### config.mk
export PLATFORM = sky130hd
export DESIGN_NAME = systolic_weight_feeder
export DESIGN_NICKNAME = d
export VERILOG_FILES = /design/src/rtl/tpu_pkg.sv /design/src/rtl/weight_tile_buf.sv /design/src/rtl/systolic_weight_feeder.sv
export SDC_FILE = /design/constraint.sdc
export NUM_CORES = 1
export LEC_CHECK = 0
export CAP_MARGIN = 40
export CORE_MARGIN = 1
export CORE_UTILIZATION = 35
export DETAILED_ROUTE_END_ITERATION = 6
export SKIP_LAST_GASP = 1
export SLEW_MARGIN = 15
export SYNTH_ARGS = -nofsm -noshare
export SYNTH_HDL_FRONTEND = slang
export SYNTH_SLANG_ARGS = --single-unit
### constraint.sdc
create_clock -name clk -period 3.3 [get_ports clk]
set_clock_uncertainty 0.15 [all_clocks]
set_input_delay 0.495 -clock clk [delete_from_list [all_inputs] [get_ports clk]]
set_output_delay 0.495 -clock clk [all_outputs]
set_load 0.02 [all_outputs]
### src/rtl/tpu_pkg.sv
// tpu_pkg: shared weight format and feeder state encoding
package tpu_pkg;
  localparam int DATA_W = 16;
  localparam int FRAC_BITS = 8;
  typedef logic [DATA_W-1:0] weight_t;
  typedef enum logic [1:0] {FILL, SHIFT, SWITCH} feeder_state_e;
endpackage

### src/rtl/weight_tile_buf.sv
// weight_tile_buf: ROWS-deep register file of COLS-lane weight rows
module weight_tile_buf #(
  parameter int ROWS = 2,
  parameter int COLS = 2,
  parameter int DATA_W = 16,
  parameter int RW = ROWS > 1 ? $clog2(ROWS) : 1
) (
  input  logic                     clk,
  input  logic                     we,
  input  logic [RW-1:0]            wr_row,
  input  logic [COLS*DATA_W-1:0]   wr_data,
  input  logic [RW-1:0]            rd_row,
  output logic [COLS*DATA_W-1:0]   rd_data
);
  logic [COLS*DATA_W-1:0] mem [ROWS];
  // contents need no reset; a tile is always fully written before it is read
  always_ff @(posedge clk)
    if (we) mem[wr_row] <= wr_data;
  assign rd_data = mem[rd_row];
endmodule

### src/rtl/systolic_weight_feeder.sv
// systolic_weight_feeder: buffers a weight tile and shifts it into the array north edge; WEIGHT_FEEDER_PREFETCH_EN adds a second tile buffer
module systolic_weight_feeder
  import tpu_pkg::*;
#(
  parameter int ROWS = 2,
  parameter int COLS = 2,
  parameter int DATA_W = tpu_pkg::DATA_W
) (
  input  logic                   clk,
  input  logic                   rst_n,
  input  logic                   in_valid,
  output logic                   in_ready,
  input  logic [COLS*DATA_W-1:0] in_data,
  input  logic                   sw_allow,
  output logic [COLS*DATA_W-1:0] weight_out,
  output logic [COLS-1:0]        accept_w_out,
  output logic                   switch_out,
  output logic                   busy,
  output logic                   tile_done
);
  localparam int W = COLS * DATA_W;
  localparam int CW = ROWS > 1 ? $clog2(ROWS) : 1;
  localparam logic [CW-1:0] LAST = CW'(ROWS - 1);

  feeder_state_e state, nstate;
  logic [CW-1:0] scnt, n_scnt, wcnt, n_wcnt, rd_row;
  logic [W-1:0] n_w, rd_data;
  logic [COLS-1:0] n_acc_w;
  logic acc, last, n_rdy, pf_go, pf_byp;

  assign acc = in_valid && in_ready;
  assign last = acc && wcnt == LAST;
  assign n_wcnt = acc ? (last ? '0 : wcnt + CW'(1)) : wcnt;
  assign rd_row = state == SHIFT ? scnt - CW'(1) : LAST;
  assign switch_out = state == SWITCH && sw_allow;
  assign tile_done = switch_out;

`ifdef WEIGHT_FEEDER_PREFETCH_EN
  logic wb, rb, n_wb;
  logic [1:0] full, n_full;
  logic [W-1:0] rd0, rd1;
  weight_tile_buf #(.ROWS(ROWS), .COLS(COLS), .DATA_W(DATA_W), .RW(CW)) u_buf0 (
    .clk(clk), .we(acc && !wb), .wr_row(wcnt), .wr_data(in_data), .rd_row(rd_row), .rd_data(rd0));
  weight_tile_buf #(.ROWS(ROWS), .COLS(COLS), .DATA_W(DATA_W), .RW(CW)) u_buf1 (
    .clk(clk), .we(acc && wb), .wr_row(wcnt), .wr_data(in_data), .rd_row(rd_row), .rd_data(rd1));
  assign rd_data = ((state == SWITCH) ? !rb : rb) ? rd1 : rd0;
  assign pf_byp = last && wb != rb;
  assign pf_go = full[!rb] || pf_byp;
  assign n_wb = wb ^ last;
  assign n_rdy = !n_full[n_wb];
  // tile bookkeeping: completed fills mark a buffer full, a switch releases the shifted one
  always_comb begin
    n_full = full;
    if (last) n_full[wb] = 1'b1;
    if (switch_out) n_full[rb] = 1'b0;
  end
  // ping-pong pointers for the filling and the shifting buffer
  always_ff @(posedge clk or negedge rst_n)
    if (!rst_n) begin
      full <= '0;
      wb <= 1'b0;
      rb <= 1'b0;
    end else begin
      full <= n_full;
      wb <= n_wb;
      rb <= rb ^ switch_out;
    end
`else
  weight_tile_buf #(.ROWS(ROWS), .COLS(COLS), .DATA_W(DATA_W), .RW(CW)) u_buf (
    .clk(clk), .we(acc), .wr_row(wcnt), .wr_data(in_data), .rd_row(rd_row), .rd_data(rd_data));
  assign pf_go = 1'b0;
  assign pf_byp = 1'b0;
  assign n_rdy = nstate == FILL;
`endif

  // next state and next registered outputs; the last beat of a tile bypasses the buffer
  always_comb begin
    nstate = state;
    n_scnt = scnt;
    n_acc_w = '0;
    n_w = '0;
    if (state == FILL && last) begin
      nstate = SHIFT;
      n_scnt = LAST;
      n_acc_w = '1;
      n_w = in_data;
    end else if (state == SHIFT) begin
      nstate = scnt == '0 ? SWITCH : SHIFT;
      n_scnt = scnt - CW'(1);
      n_acc_w = scnt == '0 ? '0 : '1;
      n_w = scnt == '0 ? '0 : rd_data;
    end else if (switch_out) begin
      nstate = pf_go ? SHIFT : FILL;
      n_scnt = LAST;
      n_acc_w = {COLS{pf_go}};
      n_w = pf_go ? (pf_byp ? in_data : rd_data) : '0;
    end
  end

  // state, counters and registered outputs
  always_ff @(posedge clk or negedge rst_n)
    if (!rst_n) begin
      state <= FILL;
      scnt <= '0;
      wcnt <= '0;
      weight_out <= '0;
      accept_w_out <= '0;
      in_ready <= 1'b0;
      busy <= 1'b0;
    end else begin
      state <= nstate;
      scnt <= n_scnt;
      wcnt <= n_wcnt;
      weight_out <= n_w;
      accept_w_out <= n_acc_w;
      in_ready <= n_rdy;
      busy <= !(nstate == FILL && n_wcnt == '0);
    end
endmodule

After elaboration in Yosys (flattened, before gate mapping)
Memory sizes are Yosys's and may differ from the RTL's.
Index checks and enable logic that the tools add are counted.
{ "totals": {"reg_bits": 40, "n_memories": 1, "ramBits": 64, "word_cells": 40, "inputBits": 36} }
{ "op_classes": {"mux": 18, "addsub": 2, "eq_ne": 2, "bitwise_logic": 1, "reduce_logical": 9} }
{ "mem_list": {"columns": ["memory", "words", "width", "rd", "rd_clocked_by_memory_dff", "wr", "line_no", "rtl"], "rows": [
  ["u_buf.mem", 2, 32, 1, 0, 1, "weight_tile_buf.sv:15", "logic [COLS*DATA_W-1:0] mem [ROWS];"]
]} }
{ "op_table": {"columns": ["operator", "n"], "rows": [
  ["$mux W32", 3],
  ["$mux W2", 7],
  ["$mux W1", 8],
  ["$logic_and A1 B1 Y1", 5],
  ["$logic_not A2 Y1", 2],
  ["$reduce_bool A3 Y1", 1],
  ["$eq A2 B1 Y1 const B", 1],
  ["$eq A2 B2 Y1 const B", 1],
  ["$add A1 B1 Y1 const B", 1],
  ["$logic_not A1 Y1", 1],
  ["$not A1 Y1", 1],
  ["$sub A1 B1 Y1 const B", 1]
]} }

Longest topological paths before layout
{ "depth": {"depth_word": 8, "mapped_depth": 6, "ltp_nobuf": 5} }

Modules after synthesis
From an unflattened synthesis, not the netlist that was laid out.
{ "unflattened": {"hier_cells": 241, "hier_area_um2": 4332.9} }
{ "modules_own_cells": {"columns": ["module", "area_each_um2", "seq_area_each_um2", "n_inst", "cells_each"], "rows": [
  ["weight_tile_buf", 2478.6, 1921.8, 1, 102],
  ["systolic_weight_feeder", 1854.3, 975.9, 1, 139]
]} }

Worst setup path before layout
Ideal clock, no wire load.
{ "synth_timing": {"kind": "input to register", "from": "in in_valid", "to": "mem u_buf.mem[0][0] in the netlist's numbering (enable)", "slack_ps": 1284, "required_ps": 2758, "arrival_time_ps": 1474, "n_path_buf": 0, "stages": 2, "setup_time_ps": 392, "path_cell_list": "and2_1 > ha_1"} }
{ "synth_via": {"elab_chain_cells": 3} }
{ "synth_rtl": {"columns": ["element", "line_no", "rtl"], "rows": [
  ["start: declaration", "systolic_weight_feeder.sv:11", "input logic in_valid,"],
  ["$logic_and A1 B1 Y1", "systolic_weight_feeder.sv:31", "assign acc = in_valid && in_ready;"],
  ["$mux W1", "weight_tile_buf.sv:18", "if (we) mem[wr_row] <= wr_data;"],
  ["$mux W1 (implied by the code)", "weight_tile_buf.sv:18", null],
  ["end: declaration", "weight_tile_buf.sv:15", null]
]} }
No other way between the ends.

Worst setup path in the final report
{ "layout_timing": {"from": "in sw_allow", "to": "out switch_out"} }
{ "layout_via": {"elab_chain_cells": 1} }
{ "layout_rtl": {"columns": ["element", "line_no", "rtl"], "rows": [
  ["start: declaration", "systolic_weight_feeder.sv:14", "input logic sw_allow,"],
  ["$logic_and A1 B1 Y1", "systolic_weight_feeder.sv:35", "assign switch_out = state == SWITCH && sw_allow;"],
  ["end: declaration", "systolic_weight_feeder.sv:17", "output logic switch_out,"]
]} }
No other way between the ends.

==> impl_metrics.yaml <==
cts:
  ctsHoldBuffers: 1
  cts_max_level: 3
  root_buffer: "clkbuf_8"
  cts.clk_slew.worst_paths_ns: 0.07
  clock_sinks: 71
  cts_inserted_buffers: 9
  cts_tree: "yes"
  post_cts_buffers: 0
  insertion_delay_ns: 0.33
  clockBufferDepth: 2
  ctsResizeCount: 0
worst_setup_path:
  critPathMaxFanout: 3
  crit_type: "input port to output port"
  cp_slowest_cell: "clkdlybuf4s50_1"
  worst-endpoint-required_ns: 2.65
  crit_top_cell: "clkdlybuf4s50_1"
  crit_cells: 4
  cp_top_family: "buffers and inverters"
  worstSetupStartpointType: "input port"
  path_cells: "clkdlybuf4s50_1 -> nor2b_1 -> and2_1 -> clkdlybuf4s50_1"
  path_buf_inv: 2
  max_stage_delay_ns: 0.60
  end_kind: "output port"
  r2r_cells: 5
  crit_arrival_ns: 1.98
finish:
  final_cells: 385
  drive_above_1_share_pct: 10.8
  final_common_cell: "clkdlybuf4s50_1"
  fillers: 659
  num_antenna_cells: 0
  area_growth_pct: 34.9
  nets: 319
  mostFrequentLayoutCells: "clkdlybuf4s50_1 (72), dfrtp_1 (38), nand2_1 (33)"
  regArea_mm2: 0.00194
  multi_input_area_um2: 682
sta:
  finalMaxSlewViolations: 0
  report.final.hold_viol_count: 0
  rsz0062_at_grt: "no"
  max_freq_ghz: 0.381
  tightest_slew_ns: 0.824
  fin_tns_setup_ns: 0
  setup_viol: 0
  post-route-period-util_pct: 79.4
  layout_min_cycle_time_ns: 2.62
  max-slew-margin-rel_pct: 45.1
placement:
  numPortBuffers: 73
  placedCellCount: 368
  gp_congestion: 0.673
  hpwl_um: 3410
hold_path:
  min_path_type: "flop to flop"
  hold_depth: 2
detailed_routing:
  firstDrtPassIters: 4
  drt-initial-drc-count: 62
  wl_um: 5520
  via_per_inst: 4.62
  vias: 1780
  drc_errors: 0
  wire_per_inst_um: 14.3
  drtAntennaViolNets: 0
floorplan:
  io_pins: 74
  die_w_um: 90.7
  dieArea_mm2: 0.00822
  placementRows: 31
  start_util_pct: 37.1
  fp.dieH_um: 90.7
  core_area_mm2: 0.00741
power_and_ir_drop:
  leakagePower_nw: 1.41
  p_int_w: 0.00201
  powerDensity_mw_per_mm2: 823
  combPwrFrac_pct: 38.9
  switching_share_pct: 34.3
  peakVddDrop_v: 0.000653
  seq_power_share_pct: 41.6
  p_total_w: 0.00305
  p_sw_w: 0.00105
  power_frac_clock_pct: 19.5
run_status:
  status: "complete, no violations"
global_routing:
  grt_max_degree: 42
  grt-ovfl-total: 0
  grt_pass1_vias: 1828
  antenna_found_initial: 0
  grt_pass1_wl_um: 9190
  grt_util_all_layers_pct: 14.6
logic_synthesis:
  synthCells: 209
  synth_nets: 247
  synth_area_mm2: 0.00275
  synth_cell_types: 23
  yosys_warnings: 0
  ys_ff_latch: 71
  syn_area_per_cell_um2: 13.2
  yosysSeqAreaShare_pct: 70.4
flow_run:
  maxCapViolations: 0
==> per-layer routing <==
metal,GRT usage [%],up-vias,routed length (um)
met2,22.2,61,2510
met5,0,-,0
met4,6.85,0,90
met1,19.5,841,2580
li1,-,868,-
met3,3.62,10,343
==> power groups by stage <==
stage	clock network, W	logic (W)	registers, W
floorplan	0	0.000530	0.00149
global placement	0	0.00119	0.00129
detailed placement	0	0.00121	0.00129
CTS	0.000621	0.00122	0.00127
global route	0.000655	0.00129	0.00130
finish	0.000594	0.00119	0.00127
==> through the flow <==
| step | hold WS [ns] | utilization [%] | setup WS, ns | area [um2] |
|---|---|---|---|---|
| after floorplan | 0.0494 | - | 1.28 | 2750 |
| after global placement | 0.334 | 47.4 | 0.696 | 3510 |
| after detailed placement | 0.271 | 47.7 | 0.679 | 3530 |
| after CTS | 0.350 | 50.1 | 0.668 | 3710 |
| after global routing | 0.381 | 50.1 | 0.614 | 3710 |
| final | 0.347 | 50.1 | 0.678 | 3710 |
==> synthesized netlist by cell type, drive strengths merged <==
master,n,area [um2]
a21oi,33,195
a2bb2oi,1,8.76
and2,3,18.8
buf,15,109
clkbuf,3,11.3
dfrtp,39,976
edfxtp,32,961
ha,2,25.0
inv,4,15.0
nand2,33,124
nand2b,1,6.26
nand3b,31,233
nor2,3,11.3
nor2b,3,18.8
nor3,2,15.0
nor3b,1,7.51
nor4,1,6.26
o21ai,2,10.0
==> kinds of logic (layout without fill, tap and decap cells) <==
logic type	after synthesis	count (layout)	share of synthesized area, %
compound gates	36	36	7.78
fa+ha+maj	2	2	0.909
buf+inv	22	99	4.91
flops	71	71	70.4
simple gates	78	78	16.0
==> worst min-delay path: cells and delay by family (launching register included) <==
| kind | cells | cell delay, ns |
|---|---|---|
| compound gates | 1 | 0.05 |
| flops | 1 | 0.32 |
| simple gates | 1 | 0.08 |
==> registers in the layout (all words and copies together), names as in the netlist <==
signal and cells:
busy 1, in_ready 1, u_buf.mem 32, state 2, scnt 1, wcnt 1
accept_w_out 1, weight_out 32
==> final timing paths <==
| check | start | end | slack, ns |
|---|---|---|---|
| max reg2reg | state[0] | weight_out[1] | 1.26 |
| min in group asynchronous | rst_n | weight_out[25] | 0.44 |
| max in group asynchronous | rst_n | weight_out[18] | 2.09 |
| max | sw_allow | switch_out | 0.68 |
| min | u_buf.mem[0][31] | weight_out[31] | 0.35 |
| min reg2reg | u_buf.mem[0][31] | weight_out[31] | 0.35 |
==> layout make-up <==
class | instances | area share, %
Sequential cell | 71 | 52.2
Timing Repair Buffer | 79 | 21.2
Tap cell | 99 | 3.34
Clock buffer | 12 | 3.91
Inverter | 4 | 0.404
Clock inverter | 4 | 0.607
Multi-Input combinational cell | 116 | 18.4
Power figures use the tool's default switching activity.
